**src/rtl/nixie_pkg.sv**
```systemverilog
// Shared constants, FSM encoding and decoded-frame payload for the nixie
// frame decoder.
//   No ports. Imported by nixie_digit_decode and nixie_frame_decoder.
package nixie_pkg;

    localparam int unsigned NIXIE_FRAME_BITS = 96;
    localparam int unsigned NIXIE_TUBES      = 8;
    localparam int unsigned NIXIE_FIELD_BITS = 12;
    localparam int unsigned NIXIE_DIGIT_BITS = 10;
    localparam int unsigned NIXIE_CNT_W      = 7;   // holds 0..97 (saturation value)
    localparam int unsigned NIXIE_BCD_W      = 4 * NIXIE_TUBES;
    localparam int unsigned NIXIE_DP_W       = 2 * NIXIE_TUBES;

    localparam logic [3:0] NIXIE_BLANK_CODE = 4'hA;
    localparam logic [3:0] NIXIE_ERR_CODE   = 4'hF;

    typedef enum logic [1:0] {
        ST_IDLE  = 2'd0,
        ST_RECV  = 2'd1,
        ST_LATCH = 2'd2
    } nixie_state_e;

    // Decoded view of one complete frame, committed to the outputs as a unit.
    typedef struct packed {
        logic [NIXIE_BCD_W-1:0] bcd;
        logic [NIXIE_DP_W-1:0]  dp;
        logic [NIXIE_TUBES-1:0] derr;
    } nixie_frame_t;

endpackage

```
**src/rtl/nixie_digit_decode.sv**
```systemverilog
// One-hot tube digit field to BCD code (combinational).
//   onehot_i : field bits 1..10 of a tube; bit i set means digit (i+1) mod 10
//   code_o   : BCD digit, NIXIE_BLANK_CODE for an empty field, NIXIE_ERR_CODE for multi-hot
//   err_o    : high when two or more field bits are set
module nixie_digit_decode
    import nixie_pkg::*;
(
    input  logic [NIXIE_DIGIT_BITS-1:0] onehot_i,
    output logic [3:0]                  code_o,
    output logic                        err_o
);

    logic [3:0] ones_c;
    logic [3:0] digit_c;

    // Population count plus the digit of the (last) set bit.
    always_comb begin
        ones_c  = 4'd0;
        digit_c = NIXIE_BLANK_CODE;
        for (int unsigned i = 0; i < NIXIE_DIGIT_BITS; i++) begin
            if (onehot_i[i]) begin
                ones_c  = ones_c + 4'd1;
                digit_c = (i == NIXIE_DIGIT_BITS - 1) ? 4'd0 : 4'(i + 1);
            end
        end
    end

    assign err_o  = (ones_c > 4'd1);
    assign code_o = err_o ? NIXIE_ERR_CODE : digit_c;

endmodule

```
**src/rtl/nixie_frame_decoder.sv**
```systemverilog
// Receives 96-bit frames from a nixie driver bus (clock / latch-enable /
// data), checks the length and decodes eight one-hot tube fields.
//   clk, rst         : system clock, synchronous active-high reset
//   NIXIE_CLK/LE/DIN : asynchronous bus pins, synchronized internally
//   NixieBCD         : 8 BCD digits, tube 0 in [31:28]
//   digitpoint       : left points [15:8], right points [7:0], tube 0 at MSB
//   frame_valid      : one-cycle pulse when a 96-bit frame is committed
//   frame_err        : one-cycle pulse when a frame has the wrong length
//   digit_err        : multi-hot flags per tube, tube 0 at bit 7
//   frame_count      : number of committed frames, wrapping
module nixie_frame_decoder
    import nixie_pkg::*;
(
    input  logic                   clk,
    input  logic                   rst,
    input  logic                   NIXIE_CLK,
    input  logic                   NIXIE_LE,
    input  logic                   NIXIE_DIN,
    output logic [NIXIE_BCD_W-1:0] NixieBCD,
    output logic [NIXIE_DP_W-1:0]  digitpoint,
    output logic                   frame_valid,
    output logic                   frame_err,
    output logic [NIXIE_TUBES-1:0] digit_err,
    output logic [15:0]            frame_count
);

    localparam int unsigned CNT_W = NIXIE_CNT_W;

    // [0] = sync stage 1, [1] = sync stage 2, [2] = edge reference
    logic [2:0] nclk_q;
    logic [2:0] le_q;
    logic [1:0] din_q;

    logic clk_rise_c;
    logic le_rise_c;
    logic le_fall_c;
    logic din_s_c;

    nixie_state_e state_q, state_d;
    logic         fall_pend_q, fall_pend_d;

    logic [CNT_W-1:0]            bit_cnt_q, bit_cnt_d;
    logic [NIXIE_FRAME_BITS-1:0] shift_q, shift_d;

    logic clear_c;
    logic shift_c;
    logic commit_ok_c;
    logic commit_err_c;
    logic pend_set_c;

    logic [NIXIE_BCD_W-1:0] dec_bcd_c;
    logic [NIXIE_DP_W-1:0]  dec_dp_c;
    logic [NIXIE_TUBES-1:0] dec_err_c;
    nixie_frame_t           dec_c;

    // Input synchronizers; LE resets high and CLK/DIN low so reset release is edge-free.
    always_ff @(posedge clk) begin
        if (rst) begin
            nclk_q <= 3'b000;
            le_q   <= 3'b111;
            din_q  <= 2'b00;
        end else begin
            nclk_q <= {nclk_q[1:0], NIXIE_CLK};
            le_q   <= {le_q[1:0], NIXIE_LE};
            din_q  <= {din_q[0], NIXIE_DIN};
        end
    end

    assign clk_rise_c = nclk_q[1] & ~nclk_q[2];
    assign le_rise_c  = le_q[1] & ~le_q[2];
    assign le_fall_c  = ~le_q[1] & le_q[2];
    assign din_s_c    = din_q[1];

    // FSM state register.
    always_ff @(posedge clk) begin
        if (rst) begin
            state_q <= ST_IDLE;
        end else begin
            state_q <= state_d;
        end
    end

    // FSM next-state logic.
    always_comb begin
        state_d = state_q;
        unique case (state_q)
            ST_IDLE:  if (le_fall_c || fall_pend_q) state_d = ST_RECV;
            ST_RECV:  if (le_rise_c) state_d = ST_LATCH;
            ST_LATCH: state_d = ST_IDLE;
            default:  state_d = ST_IDLE;
        endcase
    end

    // FSM control strobes. An LE fall seen during LATCH is remembered for one
    // cycle so the following IDLE cycle can still start the next frame.
    always_comb begin
        clear_c      = 1'b0;
        shift_c      = 1'b0;
        commit_ok_c  = 1'b0;
        commit_err_c = 1'b0;
        pend_set_c   = 1'b0;
        unique case (state_q)
            ST_IDLE:  clear_c = le_fall_c || fall_pend_q;
            ST_RECV:  shift_c = clk_rise_c;
            ST_LATCH: begin
                commit_ok_c  = (bit_cnt_q == CNT_W'(NIXIE_FRAME_BITS));
                commit_err_c = (bit_cnt_q != CNT_W'(NIXIE_FRAME_BITS));
                pend_set_c   = le_fall_c;
            end
            default: ;
        endcase
    end

    // Shift register and saturating bit counter next state.
    always_comb begin
        shift_d     = shift_q;
        bit_cnt_d   = bit_cnt_q;
        fall_pend_d = pend_set_c;
        if (clear_c) begin
            shift_d   = '0;
            bit_cnt_d = '0;
        end else if (shift_c) begin
            shift_d = {din_s_c, shift_q[NIXIE_FRAME_BITS-1:1]};
            if (bit_cnt_q != CNT_W'(NIXIE_FRAME_BITS + 1)) begin
                bit_cnt_d = bit_cnt_q + CNT_W'(1);
            end
        end
    end

    always_ff @(posedge clk) begin
        if (rst) begin
            shift_q     <= '0;
            bit_cnt_q   <= '0;
            fall_pend_q <= 1'b0;
        end else begin
            shift_q     <= shift_d;
            bit_cnt_q   <= bit_cnt_d;
            fall_pend_q <= fall_pend_d;
        end
    end

    // Per-tube field split: left point, ten one-hot digit bits, right point.
    for (genvar j = 0; j < NIXIE_TUBES; j++) begin : g_tube
        nixie_digit_decode u_digit (
            .onehot_i (shift_q[NIXIE_FIELD_BITS*j+1 +: NIXIE_DIGIT_BITS]),
            .code_o   (dec_bcd_c[4*(NIXIE_TUBES-1-j) +: 4]),
            .err_o    (dec_err_c[NIXIE_TUBES-1-j])
        );
        assign dec_dp_c[NIXIE_DP_W-1-j]  = shift_q[NIXIE_FIELD_BITS*j];
        assign dec_dp_c[NIXIE_TUBES-1-j] = shift_q[NIXIE_FIELD_BITS*j+NIXIE_FIELD_BITS-1];
    end

    assign dec_c = '{bcd: dec_bcd_c, dp: dec_dp_c, derr: dec_err_c};

    // Output registers: data and count change only on a good frame.
    always_ff @(posedge clk) begin
        if (rst) begin
            NixieBCD    <= '0;
            digitpoint  <= '0;
            digit_err   <= '0;
            frame_count <= '0;
            frame_valid <= 1'b0;
            frame_err   <= 1'b0;
        end else begin
            frame_valid <= commit_ok_c;
            frame_err   <= commit_err_c;
            if (commit_ok_c) begin
                NixieBCD    <= dec_c.bcd;
                digitpoint  <= dec_c.dp;
                digit_err   <= dec_c.derr;
                frame_count <= frame_count + 16'd1;
            end
        end
    end

endmodule

```
**config.mk**
```make
export PLATFORM = sky130hd
export DESIGN_NAME = nixie_frame_decoder
export DESIGN_NICKNAME = d
export VERILOG_FILES = /design/src/rtl/nixie_pkg.sv /design/src/rtl/nixie_digit_decode.sv /design/src/rtl/nixie_frame_decoder.sv
export SDC_FILE = /design/constraint.sdc
export NUM_CORES = 1
export LEC_CHECK = 0
export ABC_CLOCK_PERIOD_IN_PS = 6800
export CORE_ASPECT_RATIO = 2
export CORE_MARGIN = 5
export CORE_UTILIZATION = 38
export CTS_CLUSTER_DIAMETER = 30
export DETAILED_ROUTE_END_ITERATION = 16
export PLACE_DENSITY = 0.61
export SLEW_MARGIN = 20
export SYNTH_ARGS = -nofsm -noshare
export SYNTH_HDL_FRONTEND = slang
export SYNTH_SLANG_ARGS = --single-unit
```
**constraint.sdc**
```tcl
create_clock -name clk -period 6.8 [get_ports clk]
set_clock_uncertainty 0.1 [all_clocks]
set_input_delay 1.36 -clock clk [delete_from_list [all_inputs] [get_ports clk]]
set_output_delay 1.36 -clock clk [all_outputs]
set_load 0.03 [all_outputs]
```
# After elaboration in Yosys (flattened, before gate mapping)
# Cells that the tools add are included.
# op_classes
addsub	74
order_cmp	8
eq_ne	7
n_mux	174
n_bitwise	7
n_reduce_logical	6
# ops
operator	count
2-to-1 mux 4 bit	160
adder 4 x 1 -> 4 bit, second input constant	64
> comparator 4 x 1 -> 1 bit, second input constant	8
adder 1 x 1 -> 2 bit, second input constant	8
adder 16 x 1 -> 16 bit, second input constant	1
!= test 7 bit, second input constant	2
2-to-1 mux 1 bit	11
adder 7 x 1 -> 7 bit, second input constant	1
== test 7 bit, second input constant	1
2-to-1 mux 2 bit	2
!= test 2 bit, second input constant	2
inverter 1 bit	4
one-hot mux 2 bit (2 select lines)	1
AND reduction 2 bit	2
OR reduction 2 bit	2
AND 1 bit	3
== test 2 x 1 -> 1 bit, second input constant	1
== test 2 bit, second input constant	1
zero test 2 bit	1
logical OR 1 bit	1
# totals
regBits	188
out_inout_bits	74

# Depth between registers and ports, before layout
# Gate-level depths: netlist of the first run.
# depth
depth_word	21
ltp_mapped	29
ltp_nobuf	28

# Cells and area by module
# A second synthesis of the first run with hierarchy kept.
# unflattened
cells_unflattened	2010
hier_area_um2	16099.2
# modules_own_cells
module	instances	cells_per_inst	area_per_inst_um2
nixie_digit_decode	8	148	1174.9
nixie_frame_decoder	1	826	6700.2

# Least setup slack after synthesis of the first run
# No wires, ideal clock.
# synth_timing
path_type	flip-flop to flip-flop
from	register shift_q[1]
to	register NixieBCD[30]
t_arrival_ns	4.756
required_ns	6.575
slack_ns	1.819
path_stages_with_launch	28
synth_period_minus_slack_ns	4.981
cell_sequence	dfxtp_1 inv_1 ha_1 buf_2 xor2_1 ha_1 nand2_1 o21ai_0 nand2_1 o21ai_0 xnor2_1 a21oi_1 ha_1 o22a_1 xnor2_1 nand2_1 o21ai_0 ha_1 nor2b_1 nor3_1 o21ai_0 nand2b_1 ha_1 nor3_1 and3b_1 or3b_1 nand2_1 a21oi_1
# synth_between
elab_chain_len	21
# synth_lines
element	line_no	source
start, declared	nixie_frame_decoder.sv:43	logic [NIXIE_FRAME_BITS-1:0] shift_q, shift_d;
start signal, assigned	nixie_frame_decoder.sv:136	shift_q <= shift_d;
2-to-1 mux 1 bit (*)	nixie_digit_decode.sv:21	if (onehot_i[i]) begin
adder 1 x 1 -> 2 bit	nixie_digit_decode.sv:22	ones_c = ones_c + 4'd1;
2-to-1 mux 4 bit (*)	nixie_digit_decode.sv:21	
adder 4 x 1 -> 4 bit	nixie_digit_decode.sv:22	
2-to-1 mux 4 bit (*)	nixie_digit_decode.sv:21	
adder 4 x 1 -> 4 bit	nixie_digit_decode.sv:22	
2-to-1 mux 4 bit (*)	nixie_digit_decode.sv:21	
adder 4 x 1 -> 4 bit	nixie_digit_decode.sv:22	
[... 5 more ...]	n/a	
adder 4 x 1 -> 4 bit	nixie_digit_decode.sv:22	
2-to-1 mux 4 bit (*)	nixie_digit_decode.sv:21	
adder 4 x 1 -> 4 bit	nixie_digit_decode.sv:22	
2-to-1 mux 4 bit (*)	nixie_digit_decode.sv:21	
adder 4 x 1 -> 4 bit	nixie_digit_decode.sv:22	
2-to-1 mux 4 bit (*)	nixie_digit_decode.sv:21	
> comparator 4 x 1 -> 1 bit (*)	nixie_digit_decode.sv:28	assign err_o = (ones_c > 4'd1);
2-to-1 mux 4 bit (*)	nixie_digit_decode.sv:29	assign code_o = err_o ? NIXIE_ERR_CODE : digit_c;
end signal, assigned	nixie_frame_decoder.sv:168	NixieBCD <= dec_c.bcd;
end, declared	nixie_frame_decoder.sv:19	output logic [NIXIE_BCD_W-1:0] NixieBCD,
# Mark *: on every way between the ends. The rest lies on a longest branch, timed or not.
# A chain may end at the register's enable or synchronous reset.

# Worst setup path after layout of the first run
# layout_timing
from	register shift_q[49]
to	register NixieBCD[15]
# layout_between
elab_chain_len	21
word_cells_on_any_way	31
# layout_lines
element	line_no
2-to-1 mux 1 bit	nixie_digit_decode.sv:21
adder 1 x 1 -> 2 bit	nixie_digit_decode.sv:22
2-to-1 mux 4 bit	nixie_digit_decode.sv:21
adder 4 x 1 -> 4 bit	nixie_digit_decode.sv:22
2-to-1 mux 4 bit	nixie_digit_decode.sv:21
adder 4 x 1 -> 4 bit	nixie_digit_decode.sv:22
2-to-1 mux 4 bit	nixie_digit_decode.sv:21
adder 4 x 1 -> 4 bit	nixie_digit_decode.sv:22
[... 5 more ...]	n/a
adder 4 x 1 -> 4 bit	nixie_digit_decode.sv:22
2-to-1 mux 4 bit	nixie_digit_decode.sv:21
adder 4 x 1 -> 4 bit	nixie_digit_decode.sv:22
2-to-1 mux 4 bit	nixie_digit_decode.sv:21
adder 4 x 1 -> 4 bit	nixie_digit_decode.sv:22
2-to-1 mux 4 bit	nixie_digit_decode.sv:21
> comparator 4 x 1 -> 1 bit	nixie_digit_decode.sv:28
2-to-1 mux 4 bit (*)	nixie_digit_decode.sv:29
# Marked as above.

==> results.md, run 1 <==
Worst setup path:
- For this run, the slowest stage of the critical path takes around 450 ps.
- The number of cells on the critical path is 25.
- STA classifies the critical path startpoint as a register.
- For flop-to-flop paths, the worst setup slack is around 1200 ps.
- In this design, the critical path's most frequently occurring cell is sky130_fd_sc_hd__a21oi_1.
- The critical path is of the register to register type.
- Counting both buffers and inverters, the worst setup path holds a total of 2.
- The critical path's slowest cell is sky130_fd_sc_hd__dfxtp_1.
- The worst reg2reg path startpoint is shift_q[49].
- The endpoint of the lowest-slack register-to-register path is NixieBCD[15].
- Data arrives at the worst endpoint at 5810 ps.
- For the worst flop-to-flop path, the logic depth is 25.
- For the worst setup path, the data required time is 7020 ps.
- The kind of cell adding the most delay to the critical path is XOR/XNOR gates.
- Of all nets on the critical path, the largest fanout is 7.
- STA classifies the critical path endpoint as a register.

Final layout:
- At the end of the flow the core is filled with cells to 0.426.
- The number of fillers in the final layout is 3691.
- The area occupied by registers is 3760 um^2.
- The multi-input combinational cells in the finished layout cover a total of approximately 9500 um^2.
- The number of nets in the finished design is between 1500 and 2000.
- The number of diodes is 0.
- The area added between synthesis and finish is 10.8%.
- The fraction of layout instances using a drive strength above 1 is 0.0439.

Global route:
- The overall routing resource usage is 0.166.
- The number of global-route vias before repair is 12200.
- The maximum number of pins on one net before global-route repair is 70.
- The first-pass GRT wire length is 58.1 mm.
- Summed over all layers, the global routing overflow is 0.
- The initial antenna violation count is 0.

Die:
- After floorplanning, the core was sized to cover 36500 um^2.
- Measured along the y axis, the die boundary spans 282 um.
- The floorplan has 99 rows.
- Measured along the x axis, the die boundary spans around 150 um.
- The I/O pin count is 79.
- The area enclosed by the die boundary is about 41000 um^2.
- The initial cell density of the core is 0.384.

Worst hold path:
- The hold path depth is 1.
- The class of the tightest hold or removal check is register to register.
- For hold timing, the worst endpoint is le_q[1].
- The worst hold path begins at le_q[0].

Placed design:
- The count of input and output buffers is 78.
- The congestion estimate from routability-driven global placement came to ~0.9.
- The HPWL after detailed placement is between 20 and 30 mm.

Logic synthesis:
- The most common cell in the synthesized netlist is sky130_fd_sc_hd__nand2_1.
- The number of enable flip-flop cells after synthesis is 0.
- Dividing the synthesized area by the synthesized cell count gives about 7.6 um^2.
- Yosys printed 0 warnings.
- The share of Yosys cell area claimed by the top area cell type is 0.268.
- After synthesis, the cell types taking the most area are sky130_fd_sc_hd__dfxtp_1 (27%), sky130_fd_sc_hd__nand2_1 (9.7%), sky130_fd_sc_hd__ha_1 (9.6%).
- The share of synthesized area occupied by flip-flops and latches is 0.268.
- Synthesis produced a netlist with a net count of between 1500 and 2000.
- The count of mapped cells out of synthesis is 1858.
- The synthesized netlist contains 80 unique library cells.
- After synthesis, the share of flip-flops with an asynchronous set or reset is 0.
- Ranked by instance count, the synthesized netlist is headed by sky130_fd_sc_hd__nand2_1 (364), sky130_fd_sc_hd__a21oi_1 (205), sky130_fd_sc_hd__dfxtp_1 (188).
- Among all flip-flop cells after synthesis, the most frequent one is sky130_fd_sc_hd__dfxtp_1.
- The register bit count reported by yosys is about 190.
- The post-synthesis cell type with the largest combined area is sky130_fd_sc_hd__dfxtp_1.
- The post-synthesis instance area is between 10000 and 15000 um^2.

STA:
- The count of endpoints failing setup in the final report is 0.
- The total negative setup slack is 0 ps.
- Setup repair after global routing left no endpoint under its margin.
- The number of max-slew violations in the final report is 0.
- The clock period could shrink to about 5600 ps.
- The worst pin sits at a relative slew slack of 0.395.
- Timing would allow up to between 0.15 and 0.2 GHz.
- For the pin with the worst max-slew slack, the measured transition is between 900 and 1000 ps.
- Of the available clock period, the critical path in the final layout requires 0.823.
- The final hold violation count is 0.

Power and ir drop:
- Of the total power, registers draw 0.517.
- The share of power burned in combinational logic is 0.016.
- The worst vdd rail ir drop is ~0.22 mV.
- The internal power contribution is roughly 1.6 mW.
- The analysis attributes to net switching a power of roughly 500 uW.
- The analysis attributes to cell leakage a power of 6.05 nW.
- The clock power share is 0.467.
- Dividing total power by cell area gives a power density of roughly 140 nW/um^2.
- The switching power as a share of total power is 0.236.

Job:
- The tool flagged a number of max-cap violations equal to 0.

Routing:
- The violation count after the first detailed-routing iteration is between 400 and 500.
- The number of nets with antenna violations after routing is 0.
- The routed layout has between 10000 and 15000 vias.
- For this run, design rule violations remaining after detail routing come to 0.
- The vias per cell is 5.35.
- The wire length after detailed routing is 34.2 mm.
- For this run, the detailed router's first-pass iteration total came to 5.
- In the final routed layout, each cell accounts on average for roughly 15 um.

Run status:
- The flow ran to the end, and the final reports show no timing, DRC or antenna violations.

Clocking:
- The maximum count of clock buffers along a single path is 2.
- The H-tree depth is 4.
- TritonCTS built the clock tree.
- The clock root buffer master is sky130_fd_sc_hd__clkbuf_16.
- Gates resized during post-CTS repair numbered 0.
- The total of hold buffers inserted after clock tree synthesis is 0.
- Buffers inserted during clock tree synthesis total 17.
- The TritonCTS sink count is between 150 and 200.
- Buffers added to address setup during post-CTS repair amount to 0.
- For the worst-skew pair, the clock arrives at the later sink with an insertion delay of between 400 and 500 ps.
- After clock tree synthesis, the clock-pin slew on the worst setup and hold paths is roughly 70 ps.
==> placed cells by master, fill, tap and decap left out, types with 31 or more instances in the layout <==
| cell | count |
|---|---|
| sky130_fd_sc_hd__dfxtp_1 | 188 |
| sky130_fd_sc_hd__xnor2_1 | 117 |
| sky130_fd_sc_hd__xor2_1 | 79 |
| sky130_fd_sc_hd__ha_1 | 108 |
| sky130_fd_sc_hd__nand3_1 | 46 |
| sky130_fd_sc_hd__nor2_1 | 116 |
| sky130_fd_sc_hd__o21ai_0 | 55 |
| sky130_fd_sc_hd__clkdlybuf4s50_1 | 77 |
| sky130_fd_sc_hd__nand2_1 | 364 |
| sky130_fd_sc_hd__inv_1 | 68 |
| sky130_fd_sc_hd__a21oi_1 | 205 |
| sky130_fd_sc_hd__a31oi_1 | 31 |
==> per-stage QoR <==
stage / power (mW) / std cells / setup WS (ps) / hold slack, ps / instance area (um^2)
finish: 2.14 / 2298 / 1210 / 346 / 15600
global route: 2.21 / 2298 / 668 / 363 / 15600
CTS: 2.17 / 2298 / 1220 / 340 / 15600
detailed placement: 1.17 / 2266 / 1260 / 321 / 15000
global placement: 1.17 / 2266 / 1300 / 315 / 15000
floorplan: 1.15 / 1858 / 1820 / 289 / 14000
==> power by group through the flow <==
| stage | combinational (mW) | sequential [mW] | clock [mW] |
|---|---|---|---|
| final | 0.0352 | 1.10 | 0.997 |
| after global routing | 0.0389 | 1.10 | 1.07 |
| after CTS | 0.0363 | 1.10 | 1.03 |
| after detailed placement | 0.0363 | 1.13 | 0 |
| after global placement | 0.0363 | 1.13 | 0 |
| after floorplan | 0.0231 | 1.13 | 0 |
==> layer usage <==
| metal | part of all wire | global-route usage | vias to the layer above |
|---|---|---|---|
| met2 | 0.55 | 0.332 | 171 |
| met4 | 0.026 | 0.0627 | 0 |
| met1 | 0.40 | 0.175 | 5790 |
| met5 | 0 | 0 | - |
| li1 | - | - | 6271 |
| met3 | 0.021 | 0.0206 | 63 |
==> worst max-delay path by stage <==
stage / from / endpoint / slack (ps)
after floorplan: shift_q[1] / NixieBCD[30] / 1820
after CTS: shift_q[49] / NixieBCD[15] / 1220
after global routing: shift_q[49] / NixieBCD[14] / 670
final: shift_q[49] / NixieBCD[15] / 1210
after detailed placement: shift_q[49] / NixieBCD[13] / 1260
after global placement: shift_q[49] / NixieBCD[15] / 1300
==> worst register-to-register path, delay by kind of cell, from the launching register on <==
kind | cells | cell delay, ps
DFF | 1 | 450
buffers and inverters | 2 | 180
xor gates and xnor gates | 5 | 1320
adders and majority gates | 4 | 1080
AOI/OAI and AO/OA | 7 | 1220
and+or+nand+nor | 6 | 700
muxes | 1 | 420
==> state kept, by name, indices dropped and copies added (netlist names) <==
signal and cells:
le_q 3, frame_valid 1, din_q 2, frame_count 16, digit_err 8, frame_err 1
bit_cnt_q 7, fall_pend_q 1, nclk_q 3, state_q 2, NixieBCD 32, digitpoint 16
shift_q 96
==> cell type report <==
cell class                 count  area share
multi-input combinational   1465       0.612
sequential                   188       0.242
timing repair buffer          90      0.0556
tap                          454      0.0365
clock buffer                  19      0.0285
inverter                      69      0.0166
clock inverter                13     0.00852
==> cell families after synthesis <==
group | synth area share
xor+xnor | 0.154
buf+inv | 0.0577
simple gates | 0.221
fa+ha+maj | 0.0962
compound gates | 0.187
mux | 0.0156
flops | 0.268
No activity file was read; power rests on OpenSTA's default activity.
==> run 2: changes to the inputs <==
--- a/config.mk
+++ b/config.mk
@@ -5,13 +5,13 @@
 export SDC_FILE = /design/constraint.sdc
 export NUM_CORES = 1
 export LEC_CHECK = 0
-export ABC_CLOCK_PERIOD_IN_PS = 6800
+export ABC_CLOCK_PERIOD_IN_PS = 4800
 export CORE_ASPECT_RATIO = 2
 export CORE_MARGIN = 5
 export CORE_UTILIZATION = 38
 export CTS_CLUSTER_DIAMETER = 30
 export DETAILED_ROUTE_END_ITERATION = 16
-export PLACE_DENSITY = 0.61
+export PLACE_DENSITY = 0.63
 export SLEW_MARGIN = 20
 export SYNTH_ARGS = -nofsm -noshare
 export SYNTH_HDL_FRONTEND = slang
==> constraint.sdc (replaced) <==
create_clock -name clk -period 4.8 [get_ports clk]
set_clock_uncertainty 0.1 [all_clocks]
set_input_delay 0.96 -clock clk [delete_from_list [all_inputs] [get_ports clk]]
set_output_delay 0.96 -clock clk [all_outputs]
set_load 0.03 [all_outputs]
==> results.md, run 2 (synthesized netlist as in run 1, its figures left out) <==
Die:
- The horizontal die dimension is 146 um (unchanged).
- The I/O pin count is 79 (unchanged).
- The area enclosed by the die boundary is 41100 um^2 (unchanged).
- The chip height is 282 um (unchanged).
- The initial cell density of the core is 0.384 (unchanged).
- The core outline area is 36500 um^2 (unchanged).
- The number of core rows is 99 (unchanged).

Final layout:
- In the final layout, the registers with the most flip-flops are shift_q: 96 flops, NixieBCD: 32 flops.
- The area added between synthesis and finish is 29.0%.
- The most common cell after layout, fill and taps aside is sky130_fd_sc_hd__nand2_1.
- More flip-flops sit in one register than any other, and that register is shift_q.
- The number of diodes is 0 (unchanged).
- The top cell types in the final layout, fill and taps aside, are sky130_fd_sc_hd__nand2_1 (347), sky130_fd_sc_hd__a21oi_1 (186), sky130_fd_sc_hd__buf_4 (170).
- The number of nets in the finished design is 2110 (+8.5%).
- The fraction of layout instances using a drive strength above 1 is 0.229 (+0.185).
- The final cell utilization of the core came to 0.496 (+0.0699).
- The number of fillers in the final layout is 3447 (-6.6%).
- The number of flip-flops under the largest register name came to 96 (unchanged).

Worst setup path:
- The endpoint required time on the critical path is 5030 ps (-1990 ps).
- The data arrival at the endpoint of the critical path is 5080 ps (-730 ps).
- The worst register-to-register path begins at shift_q[50].
- The critical path in this run is classified as register to register.
- STA classifies the critical path endpoint as a register.
- The biggest fanout along the worst timing path came to 5 (-2).
- The startpoint type of the worst setup path is a register.
- The depth of the most critical reg-to-reg path is 27 (+8.0%).
- The setup slack on the worst flop-to-flop path is -60 ps (-1270 ps).
- The endpoint of the lowest-slack register-to-register path is NixieBCD[13].

Worst hold path:
- The beginning of the worst hold path is le_q[0].
- The hold path depth came to 1 (unchanged).
- The class of the tightest hold or removal check is register to register.
- The endpoint with the worst hold slack is le_q[1].

Clocking:
- The clock buffer count from CTS is 17 (unchanged).
- The maximum count of clock buffers along a single path is 2 (unchanged).
- The clock root buffer master is sky130_fd_sc_hd__clkbuf_16.
- The H-tree depth came to 4 (unchanged).
- The total of hold buffers inserted after clock tree synthesis is 0 (unchanged).
- The insertion delay of the later-clocked pin in the worst-skew pair is 440 ps (about the same).
- The CTS clock-pin slew for the worst setup and hold paths was 70 ps (about the same).
- TritonCTS built the clock tree.
- The TritonCTS sink count is 188 (unchanged).

Placed design:
- The global placer's final weighted congestion is 0.867 (-3.9%).
- The minimum setup slack after placement was -191 ps (-1450 ps).
- The total half-perimeter wirelength after legalization and detailed placement is 26.2 mm (+4.1%).
- The count of input and output buffers came to 78 (unchanged).

Power and ir drop:
- The power per cell area was 168 nW/um^2 (+22%).
- The clock power share is 0.470 (+0.003).
- The total power of the final layout was 3.04 mW (+42%).
- The worst vdd rail ir drop came to 0.252 mV (+13%).
- The leakage power summed over all cells is 7.12 nW (+18%).
- The share of power burned in combinational logic is 0.017 (about the same).
- The switching power as a share of total power came to 0.233 (-0.00243).
- The switching power of the nets is 710 uW (+41%).
- The internal power contribution is 2.33 mW (+43%).
- The fraction of power consumed by sequential logic is 0.514 (-0.003).

STA:
- The number of max-slew violations in the final report was 0 (unchanged).
- The worst hold slack after final layout came to 332 ps (-13.9 ps).
- The highest clock frequency the design can meet was 0.206 GHz (+15%).
- The post-layout worst setup margin is -58.8 ps (-1270 ps).
- The count of endpoints failing setup in the final report is 6 (+6).
- Setup repair after global routing could not meet its margin everywhere.
- The remaining max-slew budget at the tightest pin is 0.296 (-0.0988).
- The final hold violation count is 0 (unchanged).
- The final cycle utilization of the critical path is 1.01 (+0.190).
- The final period demand of the worst path is 4860 ps (-735 ps).
- The slew at the pin closest to its max-slew limit is 1050 ps (+147 ps).
- The total negative setup slack is -277 ps (-277 ps).

Routing:
- The vias per cell was 5.30 (-0.89%).
- The detailed-route DRC error count is 0 (unchanged).
- The wire length after detailed routing is 37.0 mm (+7.9%).
- The detailed-route via count is 13100 (+6.3%).
- The iteration count of the initial detailed-routing pass came to 5 (unchanged).
- The average wire length per cell after detail routing was 15.0 um (+0.67%).
- The number of nets with antenna violations after routing is 0 (unchanged).
- The violation count after the first detailed-routing iteration is 405 (-13%).

Run status:
- The final reports fail on setup timing.
- The flow ran to the end, but the final reports show violations.

Global route:
- The overall routing resource usage was 0.170 (+0.00361).
- The maximum number of pins on one net before global-route repair is 80 (+14%).
- The first-pass GRT wire length is 59.6 mm (+2.4%).
- The number of global-route vias before repair was 12900 (+5.7%).
- The initial antenna violation count is 0 (unchanged).
- The overall overflow remaining after global route is 0 (unchanged).

Job:
- The number of violations of the max-capacitance limit is 0 (unchanged).
-- run 2: cell types whose count changed in the layout (fill, tap and decap cells not counted), moves of 17 or more --
cell	change
sky130_fd_sc_hd__a21oi_1	-19
sky130_fd_sc_hd__ha_1	-36
sky130_fd_sc_hd__nand2_1	-17
sky130_fd_sc_hd__o21ai_0	-24
sky130_fd_sc_hd__buf_4	+158
sky130_fd_sc_hd__inv_2	+18
sky130_fd_sc_hd__dfxtp_2	+17
sky130_fd_sc_hd__ha_4	+29
sky130_fd_sc_hd__a21oi_2	+18
sky130_fd_sc_hd__dfxtp_1	-19
sky130_fd_sc_hd__inv_1	-17
-- run 2: how the worst max path moves through the flow --
stage | from | to | slack (ps) | cells after the start
after floorplan | shift_q[49] | NixieBCD[15] | 5 | 26
after detailed placement | shift_q[1] | NixieBCD[30] | -190 | 27
after global placement | shift_q[1] | NixieBCD[30] | -120 | 27
after global routing | shift_q[50] | NixieBCD[15] | -290 | 27
after CTS | shift_q[37] | NixieBCD[16] | 5 | 24
final | shift_q[50] | NixieBCD[13] | -60 | 27
-- run 2: per-layer routing --
layer	GRT usage	vias to the layer above	routed length [um]
li1	-	6601	-
met1	0.173	6207	14200
met2	0.347	204	20800
met3	0.0227	54	1030
met4	0.0593	0	918
met5	0	-	0
-- run 2: final cells by class --
cell class              count  area (um^2)  share of cell area
inverters                  69          259              0.0143
multi-input cells        1465        10700               0.593
well taps                 454          568              0.0314
clock inverters            11          123             0.00677
repair buffers            256         2170               0.120
flip-flops and latches    188         3790               0.209
clock buffers              21          460              0.0254
-- run 2: metrics by stage --
step,cell area (um^2),instances
detailed placement,16000,2392
floorplan,14100,1858
CTS,16900,2436
global placement,16000,2390
finish,18100,2464
global route,18100,2464
-- run 2: worst max-delay path, stage by stage (launching register included) --
cell                       delay [ps]
sky130_fd_sc_hd__dfxtp_2          330
sky130_fd_sc_hd__inv_2             60
sky130_fd_sc_hd__ha_4             250
sky130_fd_sc_hd__xnor2_2          170
sky130_fd_sc_hd__inv_2             80
sky130_fd_sc_hd__xnor2_1          150
sky130_fd_sc_hd__nand2_1           90
sky130_fd_sc_hd__o21ai_2           90
sky130_fd_sc_hd__inv_2             80
sky130_fd_sc_hd__ha_4             220
sky130_fd_sc_hd__xor2_1           150
sky130_fd_sc_hd__and3_1           180
sky130_fd_sc_hd__a221o_1          320
sky130_fd_sc_hd__ha_4             270
sky130_fd_sc_hd__xnor2_2          130
sky130_fd_sc_hd__nand3_2           80
sky130_fd_sc_hd__o31ai_2           70
sky130_fd_sc_hd__a21oi_1          150
sky130_fd_sc_hd__ha_2             190
sky130_fd_sc_hd__nand2_2           60
sky130_fd_sc_hd__xnor2_2          190
sky130_fd_sc_hd__xnor3_2          380
sky130_fd_sc_hd__or3_4            420
sky130_fd_sc_hd__a21oi_4          130
sky130_fd_sc_hd__nand2b_1          70
sky130_fd_sc_hd__mux2i_1          120
sky130_fd_sc_hd__buf_4            170
sky130_fd_sc_hd__a21oi_2           50
-- run 2: repair_timing --
action	CTS	global route
resized for setup	38	221
setup buffers	12	33
pin swaps	24	133
endpoints found under the setup margin	37	40
-- run 2: power groups by stage --
stage | logic [mW] | registers (mW) | clock network, mW
final | 0.0509 | 1.56 | 1.43
after global routing | 0.0560 | 1.56 | 1.52
after CTS | 0.0517 | 1.56 | 1.46
after detailed placement | 0.0517 | 1.60 | 0
after global placement | 0.0513 | 1.60 | 0
after floorplan | 0.0327 | 1.60 | 0
==> run 3: changes to the inputs <==
--- a/config.mk
+++ b/config.mk
@@ -11,6 +11,7 @@
 export CORE_UTILIZATION = 38
 export CTS_CLUSTER_DIAMETER = 30
 export DETAILED_ROUTE_END_ITERATION = 16
+export GPL_ROUTABILITY_DRIVEN = 0
 export PLACE_DENSITY = 0.63
 export SLEW_MARGIN = 20
 export SYNTH_ARGS = -nofsm -noshare
==> results of run 3 <==
Final layout, timing and power as in run 2 (identical DEF).
